File: src/rtl/alarm_pkg.sv
// rtl/alarm_pkg.sv - shared types and constants for the alarm unit
// Contents: FSM state encoding, setpoint wrap values and the ring/snooze
// second-counter width. Imported by alarm_ctl.

package alarm_pkg;

    typedef enum logic [1:0] {
        IDLE    = 2'd0,
        RINGING = 2'd1,
        SNOOZE  = 2'd2
    } alarm_state_t;

    localparam int HR_MAX  = 23;
    localparam int MIN_MAX = 59;
    localparam int CNT_W   = 9;

endpackage

File: src/rtl/bcd_wrap_counter.sv
// rtl/bcd_wrap_counter.sv - two-digit BCD incrementer with a wrap value
// Ports:
//   i_clk   clock
//   i_rst   asynchronous active-high reset, clears to 00
//   i_inc   increment enable, one cycle per step
//   o_tens  tens digit, BCD
//   o_ones  ones digit, BCD
// Parameter WRAP: last value before returning to 00 (0..99).

module bcd_wrap_counter #(
    parameter int WRAP = 59
) (
    input  logic       i_clk,
    input  logic       i_rst,
    input  logic       i_inc,
    output logic [3:0] o_tens,
    output logic [3:0] o_ones
);

    localparam logic [3:0] WRAP_T = 4'(WRAP / 10);
    localparam logic [3:0] WRAP_O = 4'(WRAP % 10);

    logic [3:0] r_tens;
    logic [3:0] r_ones;

    always_ff @(posedge i_clk or posedge i_rst) begin
        if (i_rst) begin
            r_tens <= 4'd0;
            r_ones <= 4'd0;
        end else if (i_inc) begin
            if (r_tens == WRAP_T && r_ones == WRAP_O) begin
                r_tens <= 4'd0;
                r_ones <= 4'd0;
            end else if (r_ones == 4'd9) begin
                r_tens <= r_tens + 4'd1;
                r_ones <= 4'd0;
            end else begin
                r_ones <= r_ones + 4'd1;
            end
        end
    end

    assign o_tens = r_tens;
    assign o_ones = r_ones;

endmodule

File: src/rtl/alarm_ctl.sv
// rtl/alarm_ctl.sv - alarm setpoint, time match, ring and snooze control
// Optional feature macro: ALARM_SNOOZE_EN (snooze state and pb_snooze).
// Ports:
//   clk_100, rst                 clock; asynchronous active-high reset
//   tick_1s                      one-cycle strobe per second
//   cur_h1/h0/m1/m0              running time, 24-hour BCD
//   set_mode, arm                levels: editing setpoint / alarm enabled
//   pb_hr, pb_min, pb_snooze     one-pulse button strobes
//   al_h1/h0/m1/m0               setpoint digits, BCD
//   alarm_on, buzz, snoozing     ring status, buzzer drive, snooze status

module alarm_ctl
    import alarm_pkg::*;
#(
    parameter int RING_SEC   = 30,
    parameter int SNOOZE_SEC = 300
) (
    input  logic       clk_100,
    input  logic       rst,
    input  logic       tick_1s,
    input  logic [3:0] cur_h1,
    input  logic [3:0] cur_h0,
    input  logic [3:0] cur_m1,
    input  logic [3:0] cur_m0,
    input  logic       set_mode,
    input  logic       arm,
    input  logic       pb_hr,
    input  logic       pb_min,
    input  logic       pb_snooze,
    output logic [3:0] al_h1,
    output logic [3:0] al_h0,
    output logic [3:0] al_m1,
    output logic [3:0] al_m0,
    output logic       alarm_on,
    output logic       buzz,
    output logic       snoozing
);

    localparam logic [CNT_W-1:0] RING_END = CNT_W'(RING_SEC);

    alarm_state_t     r_state;
    alarm_state_t     w_state_nxt;
    logic [CNT_W-1:0] r_cnt;
    logic [CNT_W-1:0] w_cnt_nxt;
    logic [CNT_W-1:0] w_cnt_inc;
    logic             r_buzz;
    logic             w_buzz_nxt;
    logic             r_match_q;
    logic             w_match;
    logic             w_trigger;

    bcd_wrap_counter #(.WRAP(HR_MAX)) u_hr (
        .i_clk  (clk_100),
        .i_rst  (rst),
        .i_inc  (set_mode & pb_hr),
        .o_tens (al_h1),
        .o_ones (al_h0)
    );

    bcd_wrap_counter #(.WRAP(MIN_MAX)) u_min (
        .i_clk  (clk_100),
        .i_rst  (rst),
        .i_inc  (set_mode & pb_min),
        .o_tens (al_m1),
        .o_ones (al_m0)
    );

    assign w_match = (cur_h1 == al_h1) && (cur_h0 == al_h0) &&
                     (cur_m1 == al_m1) && (cur_m0 == al_m0) &&
                     arm && !set_mode;

    // Reset to 1 so a setpoint already matching at reset release is not an edge.
    always_ff @(posedge clk_100 or posedge rst) begin
        if (rst) r_match_q <= 1'b1;
        else     r_match_q <= w_match;
    end

    assign w_trigger = w_match & ~r_match_q;
    assign w_cnt_inc = r_cnt + CNT_W'(1);

`ifdef ALARM_SNOOZE_EN
    localparam logic [CNT_W-1:0] SNOOZE_END = CNT_W'(SNOOZE_SEC);
`endif

    always_comb begin
        w_state_nxt = r_state;
        w_cnt_nxt   = r_cnt;
        w_buzz_nxt  = r_buzz;
        if (!arm || set_mode) begin
            w_state_nxt = IDLE;
            w_cnt_nxt   = '0;
            w_buzz_nxt  = 1'b0;
        end else begin
            case (r_state)
                IDLE: begin
                    if (w_trigger) begin
                        w_state_nxt = RINGING;
                        w_cnt_nxt   = '0;
                        w_buzz_nxt  = 1'b1;
                    end
                end
                RINGING: begin
`ifdef ALARM_SNOOZE_EN
                    // Snooze is checked first so it wins over the final tick.
                    if (pb_snooze) begin
                        w_state_nxt = SNOOZE;
                        w_cnt_nxt   = '0;
                        w_buzz_nxt  = 1'b0;
                    end else
`endif
                    if (tick_1s) begin
                        w_cnt_nxt  = w_cnt_inc;
                        w_buzz_nxt = ~r_buzz;
                        if (w_cnt_inc == RING_END) begin
                            w_state_nxt = IDLE;
                            w_cnt_nxt   = '0;
                            w_buzz_nxt  = 1'b0;
                        end
                    end
                end
`ifdef ALARM_SNOOZE_EN
                SNOOZE: begin
                    if (tick_1s) begin
                        w_cnt_nxt = w_cnt_inc;
                        if (w_cnt_inc == SNOOZE_END) begin
                            w_state_nxt = RINGING;
                            w_cnt_nxt   = '0;
                            w_buzz_nxt  = 1'b1;
                        end
                    end
                end
`endif
                default: begin
                    w_state_nxt = IDLE;
                    w_cnt_nxt   = '0;
                    w_buzz_nxt  = 1'b0;
                end
            endcase
        end
    end

    always_ff @(posedge clk_100 or posedge rst) begin
        if (rst) begin
            r_state <= IDLE;
            r_cnt   <= '0;
            r_buzz  <= 1'b0;
        end else begin
            r_state <= w_state_nxt;
            r_cnt   <= w_cnt_nxt;
            r_buzz  <= w_buzz_nxt;
        end
    end

    assign alarm_on = (r_state == RINGING);
    assign buzz     = r_buzz;

`ifdef ALARM_SNOOZE_EN
    assign snoozing = (r_state == SNOOZE);
`else
    // Snooze input and period have no effect in this build.
    logic w_unused_snooze;
    assign w_unused_snooze = pb_snooze ^ (SNOOZE_SEC == 0);
    assign snoozing        = 1'b0;
`endif

endmodule

File: config.mk
export PLATFORM = sky130hd
export DESIGN_NAME = alarm_ctl
export DESIGN_NICKNAME = d
export VERILOG_FILES = /design/src/rtl/alarm_pkg.sv /design/src/rtl/bcd_wrap_counter.sv /design/src/rtl/alarm_ctl.sv
export SDC_FILE = /design/constraint.sdc
export NUM_CORES = 1
export LEC_CHECK = 0
export ABC_CLOCK_PERIOD_IN_PS = 4170
export BUFFER_PORTS_ARGS = -buffer_cell sky130_fd_sc_hd__buf_2
export CAP_MARGIN = 20
export CORE_MARGIN = 10
export CORE_UTILIZATION = 50
export CTS_CLUSTER_DIAMETER = 100
export DETAILED_ROUTE_END_ITERATION = 10
export MAX_ROUTING_LAYER = met4
export PLACE_DENSITY = 0.72
export SYNTH_ARGS = -nofsm -noshare
export SYNTH_HDL_FRONTEND = slang
export SYNTH_SLANG_ARGS = --single-unit
export TNS_END_PERCENT = 50
File: constraint.sdc
create_clock -name clk_100 -period 4.17 [get_ports clk_100]
set_input_delay 0.834 -clock clk_100 [delete_from_list [all_inputs] [get_ports clk_100]]
set_output_delay 0.834 -clock clk_100 [all_outputs]
set_load 0.005 [all_outputs]
# After elaboration in Yosys (flattened, before gate mapping)
# Index checks and enable logic that the tools add are counted.
[classes]
multipliers = 0
n_reduce_logical = 17
addsub = 5
shift = 0
muxes = 23
n_bitwise = 5
order_cmp = 0
eq_ne = 14
div = 0
[ops]
columns = ["op", "count"]
rows = [
  ["$mux 9", 4],
  ["$mux 4", 8],
  ["$pmux 9 s2", 1],
  ["$add 4x1->4 const B", 4],
  ["$eq 4x4->1", 4],
  ["$add 9x1->9 const B", 1],
  ["$eq 9x5->1 const B", 1],
  ["$eq 4x2->1 const B", 2],
  ["$eq 4x4->1 const B", 2],
  ["$mux 2", 4],
  ["$logic_and 1x1->1", 7],
  ["$reduce_and 2->1", 3],
  ["$eq 4x3->1 const B", 1],
  ["$mux 1", 4],
  ["$pmux 2 s2", 1],
  ["$reduce_bool 2->1", 2],
  ["$and 1x1->1", 3],
  ["$ne 3x1->1 const B", 1],
  ["$ne 3x2->1 const B", 1],
  ["$ne 3x3->1 const B", 1],
  ["$reduce_and 3->1", 1],
  ["$eq 2x1->1 const B", 1],
  ["$logic_not 1->1", 2],
  ["$logic_not 2->1", 1],
  ["3 further kinds", 4],
]
[totals]
elab_cells = 72
rom_bits = 0
out_inout_bits = 19
mem_count = 0
inputBits = 24
register_bits = 29
mem_bits_rw = 0
latch_bits = 0

# Logic depth before layout (Yosys ltp)
# Gate-level depths: netlist of run 1.
[logic_depth]
ltp_word = 10
ltp_mapped = 8
mapped_depth_nobuf = 8

# Modules after synthesis
# A second synthesis of run 1 with hierarchy kept.
[hier_totals]
cells_unflattened = 203
hier_area_um2 = 1893.1
[by_module_without_submodules]
columns = ["module", "cells_per_inst", "n_inst", "area_each_um2", "seq_area_each_um2"]
rows = [
  ["alarm_ctl", 118, 1, 989.7, 301.5],
  ["bcd_wrap_counter at u_min", 41, 1, 464.2, 200.2],
  ["bcd_wrap_counter at u_hr", 44, 1, 439.2, 200.2],
]

# Worst setup path before layout of run 1
# No wires, ideal clock.
[synth_timing]
path_kind = "input to register"
from = "input cur_h1[1]"
to = "register r_cnt[1]"
path_slack_ns = 1.912
setup_time_ns = 0.125
stages = 6
path_buffers = 0
required_time_ns = 4.045
t_arrival_ns = 2.133
cell_sequence = "xnor2_1 > nand4_1 > nor4_1 > a32oi_2 > nand2_1 > mux2_4"
[synth_via]
elab_chain_cells = 9
[synth_lines]
columns = ["item", "line_no", "rtl"]
rows = [
  ["start: declaration", "alarm_ctl.sv:21", "input logic [3:0] cur_h1,"],
  ["$eq 4x4->1", "alarm_ctl.sv:68", "assign w_match = (cur_h1 == al_h1) && (cur_h0 == al_h0) &&"],
  ["$logic_and 1x1->1 (2 in a row)", "alarm_ctl.sv:68", ""],
  ["$logic_and 1x1->1 (2 in a row)", "alarm_ctl.sv:69", "(cur_m1 == al_m1) && (cur_m0 == al_m0) &&"],
  ["$logic_and 1x1->1", "alarm_ctl.sv:70", "arm && !set_mode;"],
  ["$and 1x1->1", "alarm_ctl.sv:78", "assign w_trigger = w_match & ~r_match_q;"],
  ["$ne 3x3->1 (no line)", "--", ""],
  ["$reduce_and 2->1 (no line)", "--", ""],
  ["end signal: assignment", "alarm_ctl.sv:149", "r_cnt <= w_cnt_nxt;"],
  ["end: declaration", "alarm_ctl.sv:43", "logic [CNT_W-1:0] r_cnt;"],
]
# Every way passes these cells.
# A chain may end at the register's enable or synchronous reset.

# Final worst setup path of run 1
# Ends and elaborated chain as after synthesis.

==> flow_results.org, run 1 <==
** Drt
- Number of detailed-routing iterations run before antenna repair :: 4
- The routed layout has 1645 vias.
- After detailed routing, the total wire length is approximately 4300 µm.
- The count of nets left with antenna violations once routing finished came out at 0.
- In the routed design, unresolved DRC markers number 0.
- The detailed router finished its first iteration with 94 violations.
- Vias per inst :: 5.56
- After detailed routing, the average wire length per cell comes to 14.4 µm.

** Global route
- The via count of the first global-routing pass came to around 1600.
- Global routing used 14.4% of the available tracks across all layers.
- Global routing finished with a remaining overflow of 0.
- Pin count of the biggest net entering global routing :: 22
- The initial antenna violation count was 0.
- The first global-routing pass estimated about 7500 µm of wire.

** Die
- Measured along the y axis, the die boundary spans approximately 81 µm.
- For this configuration, the core starts out at a cell density of 51.0%.
- Width of the die :: just over 80 µm
- Total Die Area :: 6540 µm²
- Number of placement rows :: 22
- Top-level I/O count :: 43
- Floorplan Core Area :: roughly 3600 µm²

** Worst setup path
- Largest driver fanout on the critical path :: 9
- The worst setup path is captured at a flop.
- CP arrival :: ~2600 ps
- The setup path with the least slack is of type primary input to flop.
- Worst Path Required :: roughly 4300 ps
- STA classifies the critical path startpoint as a primary input.

** Synth
- Post-Syn Nets :: ~240
- Synthesis inferred 28 register bits.
- Dividing the synthesized area by the synthesized cell count gives 8.91 µm².
- After synthesis, the share of cell area in mux cells is 1.35%.
- Yosys attributes the largest share of cell area to dfrtp_1 (36%), ha_1 (6.7%), nand2_1 (4.5%), nand3_1 (4.3%), xnor2_1 (3.8%).
- Number of enable flip-flop cells after synthesis :: 0
- Number of distinct library cell variants in the gate-level netlist after synthesis :: 47
- Post-synthesis share of cell area spent on and, or, nand and nor gates :: between 20 and 30%
- Largest family of logic cells by synthesized area :: simple AND/OR/NAND/NOR gates
- Fraction of synthesized cell area taken by the top area cell type :: about 36%
- Number of standard cells after synthesis :: between 200 and 250
- In this run the cell area of the synthesized design comes to roughly 1900 µm².
- Area leader, netlist :: dfrtp_1
- Adder and majority cell fraction of the synthesized area :: 6.75%
- Post-synth ARST share :: between 90% and 100%
- Area share of xor/xnor cells in the synthesized design :: under 10%
- The synthesized netlist devotes 17.2% of its cell area to compound gates.
- In the synthesized netlist the dominant register cell turns out to be dfrtp_1.
- Sequential element share of the synthesized area :: a little under two fifths
- Yosys Warn Count :: 0

** Timing
- Least-Margin Pin Slew :: between 500 and 600 ps
- In the finished design, the share of the clock period the worst path needs comes to 57.9%.
- Worst Clk Skew :: 4.49 ps
- The number of pins with negative max-slew slack in the final report came to 0.
- Setup violations remaining at the end of the flow were counted as 0.
- The clock period could shrink to around 2400 ps.
- Slew margin rel. :: 60.7%
- Count of endpoints failing hold in the final timing report :: 0
- Setup repair after global routing left no endpoint under its margin.
- Maximum achievable frequency :: 0.414 GHz
- Final Hold Slack :: between 400 and 500 ps
- Setup TNS :: 0 ps

** Clock network
- Setup bufs post-CTS :: 0
- In this run, post-CTS repair resized a total of 0 instances.
- Quantity of hold-fixing buffers added after cts :: 0
- For the worst-skew pair, the clock arrives at the later sink with an insertion delay of about 280 ps.
- H-tree depth :: 1
- The clock passes through at most 2 buffers.
- Counting the buffers created by CTS gives 3.
- The tree is rooted in a clkbuf_8.
- Clock tree synthesis found a total of 28 sinks.
- Clock transition at the registers of the reported paths :: approximately 100 ps
- CTS tree :: yes

** Job
- Max-cap violation count :: 0

** Power
- Internal power :: 0.594 mW
- The clock network burns about a quarter of the power.
- VDD sags by at most 207 µV.
- Leak :: 1.01 nW
- In this run, the combinational gates consume a little under a third of the power.
- Sequential cells account for between 40% and 50% of the total power.
- PD cells :: 420 nW/µm²
- Summed over all nets, the switching power comes to about 0.32 mW.
- Switching part of the total :: 34.8%

** Layout
- The top cell types in the final layout, fill and taps aside, are buf_2 (40), dfrtp_1 (27), nand2_1 (22), nand3_1 (16).
- Antenna diode instance count :: 0
- Post-layout instance count excluding filler cells :: roughly 300
- Number of nets in the layout :: ~280
- Leading cell type in the layout, fill and taps excluded :: buf_2
- Share of final-layout standard cells stronger than drive strength 1 :: a little under a quarter
- Syn-to-layout area delta :: 16.9%

** Min path
- Hold WC Path Type :: primary input to async pin

** Place
- In this run, placement finished with an instance count of 292.
- RD Place Congestion :: between 0.7 and 0.8
- Detailed placement finished with a half-perimeter wire length of around 3300 µm.
- IO buf count :: 40

** Run status
- Result of the run :: finished clean
-- cells in the mapped netlist (all sizes together) (3+ instances only) --
library cell	n
xor2	7
o21ai	12
nor3	10
clkbuf	3
nand3	17
nand4	4
xnor2	8
or3	6
a21oi	10
inv	12
nor2b	3
or2	3
dfrtp	27
nor2	8
a21o	5
ha	10
nand2b	3
o31ai	8
nor3b	3
nand2	22
-- routing by layer --
layer	global-route usage, %	vias up	wire (µm)
li1	-	827	-
met1	18.4	774	2040
met2	22.5	40	2000
met3	3.09	4	196
met4	3.98	0	31
met5	-	-	0
-- power groups by stage --
stage	sequential (mW)	combinational (mW)	clock [mW]
floorplan	0.410	0.173	0
global placement	0.425	0.278	0
detailed placement	0.425	0.281	0
CTS	0.422	0.281	0.224
global route	0.439	0.317	0.234
finish	0.421	0.274	0.216
-- worst max-delay path, cell delays in order --
cell	delay [ps]
buf_2	100
xnor2_1	140
nand4_1	130
nor4_1	520
a32oi_2	340
nand2_1	200
mux2_4	310
-- layout make-up --
type / instances / area, µm²
clock buffer: 3 / 41.3
clock inverter: 1 / 30.0
fill: 368 / 1470
inverter: 12 / 45.0
multi-input combinational: 163 / 1080
sequential: 28 / 702
tap: 48 / 60.1
timing repair buffer: 41 / 208
-- cell families after synthesis --
group | after synthesis
simple gates | 88
compound gates | 47
flops | 28
buf+inv | 17
xor+xnor | 15
fa+ha+maj | 10
mux | 2
other cells | 1
-- path summary, 6_finish.rpt --
check	start	endpoint	slack (ps)	depth (start not counted)
min in group clk_100	u_hr.o_tens[3]	u_hr.o_tens[3]	550	1
max	cur_h1[1]	r_cnt[1]	1750	7
max in group asynchronous	rst	r_match_q	3050	3
min reg2reg	u_hr.o_tens[3]	u_hr.o_tens[3]	550	1
max reg2reg	u_hr.o_ones[2]	r_cnt[1]	1910	6
min	rst	u_hr.o_ones[2]	480	2
-- sequential cells by signal (all words and copies together), names as in the netlist --
signal / flops
r_cnt: 9
u_hr.o_ones: 4
u_hr.o_tens: 4
u_min.o_ones: 4
u_min.o_tens: 4
buzz: 1
r_match_q: 1
r_state: 1
-- per-stage QoR --
step	power, mW	util (%)	cell area [µm²]	worst slack (ps)
after floorplan	0.583	-	1850	1910
after global placement	0.703	57.7	2100	1480
after detailed placement	0.706	57.7	2100	1480
after CTS	0.927	59.6	2170	1760
after global routing	0.990	59.6	2170	1600
final	0.911	59.6	2170	1750
Note: power is estimated with default switching activity, not from simulation.
==> run 2, diff against run 1 <==
--- a/config.mk
+++ b/config.mk
@@ -5,7 +5,7 @@
 export SDC_FILE = /design/constraint.sdc
 export NUM_CORES = 1
 export LEC_CHECK = 0
-export ABC_CLOCK_PERIOD_IN_PS = 4170
+export ABC_CLOCK_PERIOD_IN_PS = 2500
 export BUFFER_PORTS_ARGS = -buffer_cell sky130_fd_sc_hd__buf_2
 export CAP_MARGIN = 20
 export CORE_MARGIN = 10
==> constraint.sdc (replaced) <==
create_clock -name clk_100 -period 2.5 [get_ports clk_100]
set_input_delay 0.5 -clock clk_100 [delete_from_list [all_inputs] [get_ports clk_100]]
set_output_delay 0.5 -clock clk_100 [all_outputs]
set_load 0.005 [all_outputs]
==> flow_results.org, run 2 (same netlist as run 1, synthesis figures left out) <==
** Run status
- Result of the run: finished clean (unchanged).

** Clock network
- # clock sinks :: 28 (unchanged)
- Quantity of hold-fixing buffers added after cts :: 0 (unchanged)
- Total CTS buffers :: 3 (unchanged)
- The quantity of gates resized following cts was 0 (unchanged).
- CTS tree :: yes (unchanged)
- The clock transition time at the flip-flop clock pins of the worst setup and hold paths came to 100 ps (about the same).
- The deepest level of the CTS H-tree came to 1 (unchanged).
- The maximum number of buffers from clock root to sink is 2 (unchanged).
- The clock insertion delay at the later pin of the skew report was 280 ps (about the same).
- CTS Root Buffer Type :: clkbuf_8 (unchanged)
- The number of post-CTS setup repair buffers is 0 (unchanged).

** Die
- Total Die Area :: 6540 µm² (unchanged)
- Number of placement rows :: 22 (unchanged)
- The top-level port count came to 43 (unchanged).
- Die extent in y :: 80.9 µm (unchanged)
- Floorplan Core Area :: 3630 µm² (unchanged)
- The floorplan die width is 80.9 µm (unchanged).
- Starting Density :: 51.0% (unchanged)

** Drt
- The average via count per standard cell is 5.52 (was 5.56).
- Via count :: 1661 (was 1645)
- Iteration-0 DRC Markers :: 91 (was 94)
- Number of remaining DRC errors :: 0 (unchanged)
- The final routed wirelength across all metal layers came to 4430 µm (was 4270 µm).
- The detailed-router iteration count before antenna repair was 4 (unchanged).
- The detail-routed net length per standard cell was 14.7 µm (was 14.4 µm).
- Count of nets left with antenna violations after detail routing :: 0 (unchanged)

** Min path
- Hold WC Path Type :: primary input to async pin (unchanged)

** Place
- The weighted congestion at the end of routability-driven global placement came to 0.806 (was 0.768).
- Placed wire-length estimate after detailed placement :: 3460 µm (was 3300 µm)
- Placed Cells incl. Taps :: 297 (was 292)
- Area post-placement :: 2130 µm² (was 2100 µm²)
- IO buf count :: 40 (unchanged)

** Global route
- The via count of the first global-routing pass came to 1699 (was 1621).
- The largest net degree at the start of global routing is 16 (was 22).
- The overall routing resource usage was 14.8% (was 14.4%).
- Total overflow reported by the global router :: 0 (unchanged)
- Number of antenna violations at the first check in global routing :: 0 (unchanged)
- First-pass GRT wire length :: 7780 µm (was 7520 µm)

** Layout
- Commonest cells after routing, fill and taps aside :: buf_2 (40), dfrtp_1 (27), nand2_1 (22), nand3_1 (16) (unchanged)
- The share of the core filled with cells came to 60.0% (was 59.6%).
- The final standard cell count with taps included and fillers excluded was 301 (was 296).
- Number of nets in the layout :: 288 (was 283)
- Antenna diode instance count :: 0 (unchanged)
- Share of final-layout standard cells stronger than drive strength 1 :: 24.9% (was 23.8%)
- Flip-flop count of the largest register, all copies and words added :: 9 (unchanged)
- The post-synthesis to final-layout area growth came to 17.5% (was 16.9%).
- The most frequent standard cell in the layout excluding fill and tap cells is buf_2 (unchanged).
- Register with the most flip-flops :: r_cnt (unchanged)
- Post-layout instance area :: 2180 µm² (was 2170 µm²)

** Timing
- Maximum achievable frequency :: approximately 0.45 GHz
- Setup TNS :: 0 ps (unchanged)
- The worst hold slack was 244 ps (was 480 ps).
- The number of pins with negative max-slew slack in the final report was 0 (unchanged).
- The max-slew headroom at the worst pin came to 63.8% (was 60.7%).
- The total setup violations reported at the end of the flow is 0 (unchanged).
- Least-Margin Pin Slew :: 543 ps (was 584 ps)
- The final number of hold-violating endpoints came to 0 (unchanged).
- RSZ-0062 raised after global routing :: false (unchanged)
- Subtracting the final worst setup slack from the clock period gives 2200 ps.
- Final worst-path cycle share :: between 80% and 90%
- The largest clock skew in the final design is 8.82 ps (was 4.49 ps).

** Worst setup path
- The kind of start point of the critical path was a flop (was primary input).
- The largest fanout on the critical path came to 7 (was 9).
- CP arrival :: 2370 ps (was 2580 ps)
- The data required time of the worst path was 2670 ps (was 4340 ps).
- Category of the most critical setup path :: flop to flop (was primary input to flop)
- Critical Path Sink Type :: flop (unchanged)

** Power
- Worst IR drop on VDD :: 445 µV (was 207 µV)
- PD cells :: 656 nW/µm² (was 420 nW/µm²)
- The relative contribution of the clock network to total power came to 17.9% (was 23.7%).
- Sequential Power Share :: 49.4% (was 46.2%)
- The static power due to leakage was 1.02 nW (was 1.01 nW).
- The relative contribution of combinational cells to total power came to 32.8% (was 30.1%).
- The switching share of power came to 37.3% (was 34.8%).
- The power dissipated by switching net loads came to 0.532 mW (was 0.317 mW).
- The internal power was 0.896 mW (was 0.594 mW).

** Job
- Max-cap violation count :: 0 (unchanged)
run 2: final cells by class:
type | count | area (µm²)
Multi-Input combinational cell | 163 | 1080
Timing Repair Buffer | 46 | 245
Sequential cell | 28 | 702
Inverter | 12 | 45.0
Tap cell | 48 | 60.1
Fill cell | 345 | 1460
Clock buffer | 4 | 45.0
run 2: metrics by stage:
step	power (mW)	setup slack, ps
final	1.43	298
after CTS	1.45	291
after global placement	1.18	336
after global routing	1.55	180
after detailed placement	1.19	306
after floorplan	0.973	480
run 2: worst paths after layout:
kind                           startpoint              end  slack [ps]  cells after the start
setup / recovery                 r_cnt[0]         r_cnt[1]         300                      7
hold / removal                        rst  u_min.o_ones[3]         240                      2
setup reg to reg                 r_cnt[0]         r_cnt[1]         300                      7
hold reg to reg            u_hr.o_tens[3]   u_hr.o_tens[3]         550                      1
max in group asynchronous             rst        r_match_q        1630                      3
min in group clk_100       u_hr.o_tens[3]   u_hr.o_tens[3]         550                      1
run 2: metal layers:
layer | routed length [µm] | global-route usage, % | vias to the layer above
met4 | 39 | 3.11 | 0
met2 | 2110 | 24.5 | 37
met1 | 2080 | 18.7 | 786
li1 | - | - | 834
met3 | 208 | 2.43 | 4
met5 | 0 | - | -
run 2: power groups by stage:
stage,combinational (mW),sequential [mW],clock [mW]
6_report,0.468,0.705,0.255
3_3_place_gp,0.467,0.710,0
3_5_place_dp,0.480,0.713,0
5_1_grt,0.542,0.732,0.278
2_1_floorplan,0.289,0.684,0
4_1_cts,0.482,0.706,0.266
run 2: worst max-delay path: stages, from the launching register on:
cell and delay [ps]:
dfrtp_1 440, ha_1 260, nand3_2 120, or2_4 290
or3_4 400, a21oi_4 260, nor3_2 60, mux2_4 250
==> run 3, diff against run 2 <==
--- a/config.mk
+++ b/config.mk
@@ -5,14 +5,13 @@
 export SDC_FILE = /design/constraint.sdc
 export NUM_CORES = 1
 export LEC_CHECK = 0
-export ABC_CLOCK_PERIOD_IN_PS = 2500
+export ABC_CLOCK_PERIOD_IN_PS = 2170
 export BUFFER_PORTS_ARGS = -buffer_cell sky130_fd_sc_hd__buf_2
 export CAP_MARGIN = 20
 export CORE_MARGIN = 10
 export CORE_UTILIZATION = 50
 export CTS_CLUSTER_DIAMETER = 100
 export DETAILED_ROUTE_END_ITERATION = 10
-export MAX_ROUTING_LAYER = met4
 export PLACE_DENSITY = 0.72
 export SYNTH_ARGS = -nofsm -noshare
 export SYNTH_HDL_FRONTEND = slang
==> constraint.sdc (replaced) <==
create_clock -name clk_100 -period 2.17 [get_ports clk_100]
set_input_delay 0.434 -clock clk_100 [delete_from_list [all_inputs] [get_ports clk_100]]
set_output_delay 0.434 -clock clk_100 [all_outputs]
set_load 0.005 [all_outputs]
==> flow_results.org, run 3 (same netlist as run 1, synthesis figures left out) <==
** Worst setup path
- Number of buffer and inverter stages on the critical path :: 0 (unchanged)
- The type of destination of the critical path is a flop (unchanged).
- Slowest stage cell, crit path :: or3_4 (was dfrtp_1)
- CP cell instances: ha_1 > nand3_2 > or2_4 > or3_4 > a21oi_4 > nor3_2 > mux2_4 (unchanged).
- The data arrival time of the critical path is 2210 ps (was 2370 ps).
- Crit path launch type :: flop (unchanged)
- Category of the most critical setup path :: flop to flop (unchanged)
- The largest fanout on the critical path was 7 (unchanged).
- The cell type group with the largest total delay on the critical path is simple AND/OR/NAND/NOR gates (unchanged).
- The longest individual stage delay on the worst path was 390 ps (was 440 ps).
- Worst Path Required :: 2340 ps (was 2670 ps)

** Global route
- Pin count of the biggest net entering global routing :: 29 (was 16)
- The overall routing resource usage came to 14.1% (was 14.8%).
- The via count of the first global-routing pass is 1651 (was 1699).
- First-pass GRT wire length :: 7530 µm (was 7780 µm)
- The initial antenna violation count is 0 (unchanged).
- The total congestion overflow after global routing was 0 (unchanged).

** Clock network
- The clock transition time at the flip-flop clock pins of the worst setup and hold paths was 100 ps (about the same).
- The number of post-CTS setup repair buffers is 0 (unchanged).
- The TritonCTS clock tree is yes (unchanged).
- Quantity of hold-fixing buffers added after cts :: 0 (unchanged)
- The deepest level of the CTS H-tree came to 1 (unchanged).
- The clock insertion delay at the later pin of the skew report came to 280 ps (about the same).
- # clock sinks :: 28 (unchanged)
- The CTS buffer count is 3 (unchanged).
- The library cell used as clock root buffer is clkbuf_8 (unchanged).
- The maximum number of buffers from clock root to sink was 2 (unchanged).

** Place
- RD Place Congestion :: 0.766 (was 0.806)
- IO buf count :: 40 (unchanged)
- Placed wire-length estimate after detailed placement :: 3410 µm (was 3460 µm)

** Layout
- The number of nets in the final layout is 295 (was 288).
- Number of filler instances in the final layout :: 357 (was 345)
- Leading cell type in the layout, fill and taps excluded :: buf_2 (unchanged)
- The flip-flop count of the largest register after layout came to 9 (unchanged).
- Commonest cells after routing, fill and taps aside: buf_2 (40), dfrtp_1 (27), nand2_1 (22), nand3_1 (16), buf_4 (13) (was buf_2 (40), dfrtp_1 (27), nand2_1 (22), nand3_1 (16)).
- Share of final-layout standard cells stronger than drive strength 1 :: 27.3% (was 24.9%)
- Antenna diode instance count :: 0 (unchanged)
- Syn-to-layout area delta :: 20.5% (was 17.5%)
- Post-Route Utilization :: 61.5% (was 60.0%)
- The largest register by flop count is r_cnt (unchanged).

** Drt
- The average via count per standard cell came to 5.47 (was 5.52).
- The total number of vias came to 1684 (was 1661).
- The detailed-router iteration count before antenna repair came to 6 (was 4).
- The final routed wirelength across all metal layers is 4450 µm (was 4430 µm).
- The number of design rule violations left after detail routing was 0 (unchanged).
- The initial DRC count is 79 (was 91).
- The remaining number of nets flagged by the antenna check after routing was 0 (unchanged).
- Avg WL per Cell :: 14.4 µm (was 14.7 µm)

** Die
- Width of the die :: 80.9 µm (unchanged)
- The height of the chip came to 80.9 µm (unchanged).
- Starting Density :: 51.0% (unchanged)
- The core outline area is 3630 µm² (unchanged).
- Total Die Area :: 6540 µm² (unchanged)
- The total number of placement rows was 22 (unchanged).
- The top-level port count came to 43 (unchanged).

** Timing
- The final number of hold-violating endpoints is 0 (unchanged).
- The shortest clock period the worst path allows after layout is 2040 ps (was 2200 ps).
- Final worst-path cycle share :: 93.9% (was 88.1%)
- The number of pins with negative max-slew slack in the final report was 0 (unchanged).
- Setup TNS :: 0 ps (unchanged)
- The fmax is 0.491 GHz (was 0.454 GHz).
- Setup violation total in the final timing report :: 0 (unchanged)
- Worst Clk Skew :: 10.6 ps (was 8.82 ps)
- RSZ-0062 raised after global routing :: false (unchanged)

** Power
- The static power due to leakage is 1.05 nW (was 1.02 nW).
- The maximum VDD drop came to 424 µV (was 445 µV).
- PD cells :: 755 nW/µm² (was 656 nW/µm²)

** Min path
- The class of the most critical hold timing path was primary input to async pin (unchanged).

** Run status
- Result of the run: finished clean (unchanged).

** Job
- Max-cap violation count :: 0 (unchanged)
==> run 3: cell count changes in the layout (fill, tap and decap cells not counted), sizes merged <==
cell	change
buf	+7
==> run 3: final cells by class <==
| type | instances | area [µm²] | area share (%) |
|---|---|---|---|
| clock buffer | 4 | 45.0 | 2.02 |
| inverter | 12 | 45.0 | 2.02 |
| multi-input combinational | 163 | 1080 | 48.5 |
| timing repair buffer | 53 | 298 | 13.3 |
| sequential | 28 | 702 | 31.4 |
| tap | 48 | 60.1 | 2.69 |
==> run 3: final timing paths <==
| check | end | start | slack (ps) | cells after the start |
|---|---|---|---|---|
| setup / recovery | r_cnt[1] | r_cnt[0] | 130 | 7 |
| hold / removal | u_min.o_ones[0] | rst | 200 | 3 |
| setup reg to reg | r_cnt[1] | r_cnt[0] | 130 | 7 |
| hold reg to reg | u_hr.o_tens[3] | u_hr.o_tens[3] | 570 | 1 |
| max in group asynchronous | r_match_q | rst | 1650 | 3 |
| min in group clk_100 | u_hr.o_ones[2] | pb_hr | 500 | 3 |
==> run 3: tightest hold or removal path: cells and delay by family <==
| family | cells | cell delay, ps |
|---|---|---|
| buffers and inverters | 3 | 460 |
==> run 3: what timing repair did <==
item                                   4_1_cts  5_1_grt
setup endpoints to repair                    0        1
endpoints found under the hold margin        0        0
gates resized for setup                      0        1
==> run 3: where the power goes <==
group | switching, mW | total, mW | leakage, nW | internal, mW
registers | 0.147 | 0.769 | 0.367 | 0.621
logic | 0.309 | 0.622 | 0.657 | 0.314
clock network | 0.164 | 0.296 | 0.0228 | 0.132
total | 0.620 | 1.69 | 1.05 | 1.07
==> run 3: through the flow <==
step	cells	hold WS [ps]	worst slack [ps]	instance area (µm²)	power, mW
3_5_place_dp	304	524	146	2190	1.41
4_1_cts	308	213	125	2230	1.71
6_report	308	203	133	2230	1.69
2_1_floorplan	208	499	150	1850	1.12
3_3_place_gp	304	526	156	2190	1.40
5_1_grt	308	238	26.8	2230	1.84
==> run 3: metal layers <==
metal	vias to the layer above	global-route usage, %	wire [µm]	share of wire, %
li1	852	-	-	-
met1	797	17.3	2050	46
met2	33	23.8	2120	48
met3	2	3.97	261	5.9
met4	0	3.63	21	0.47
met5	-	0	0	0
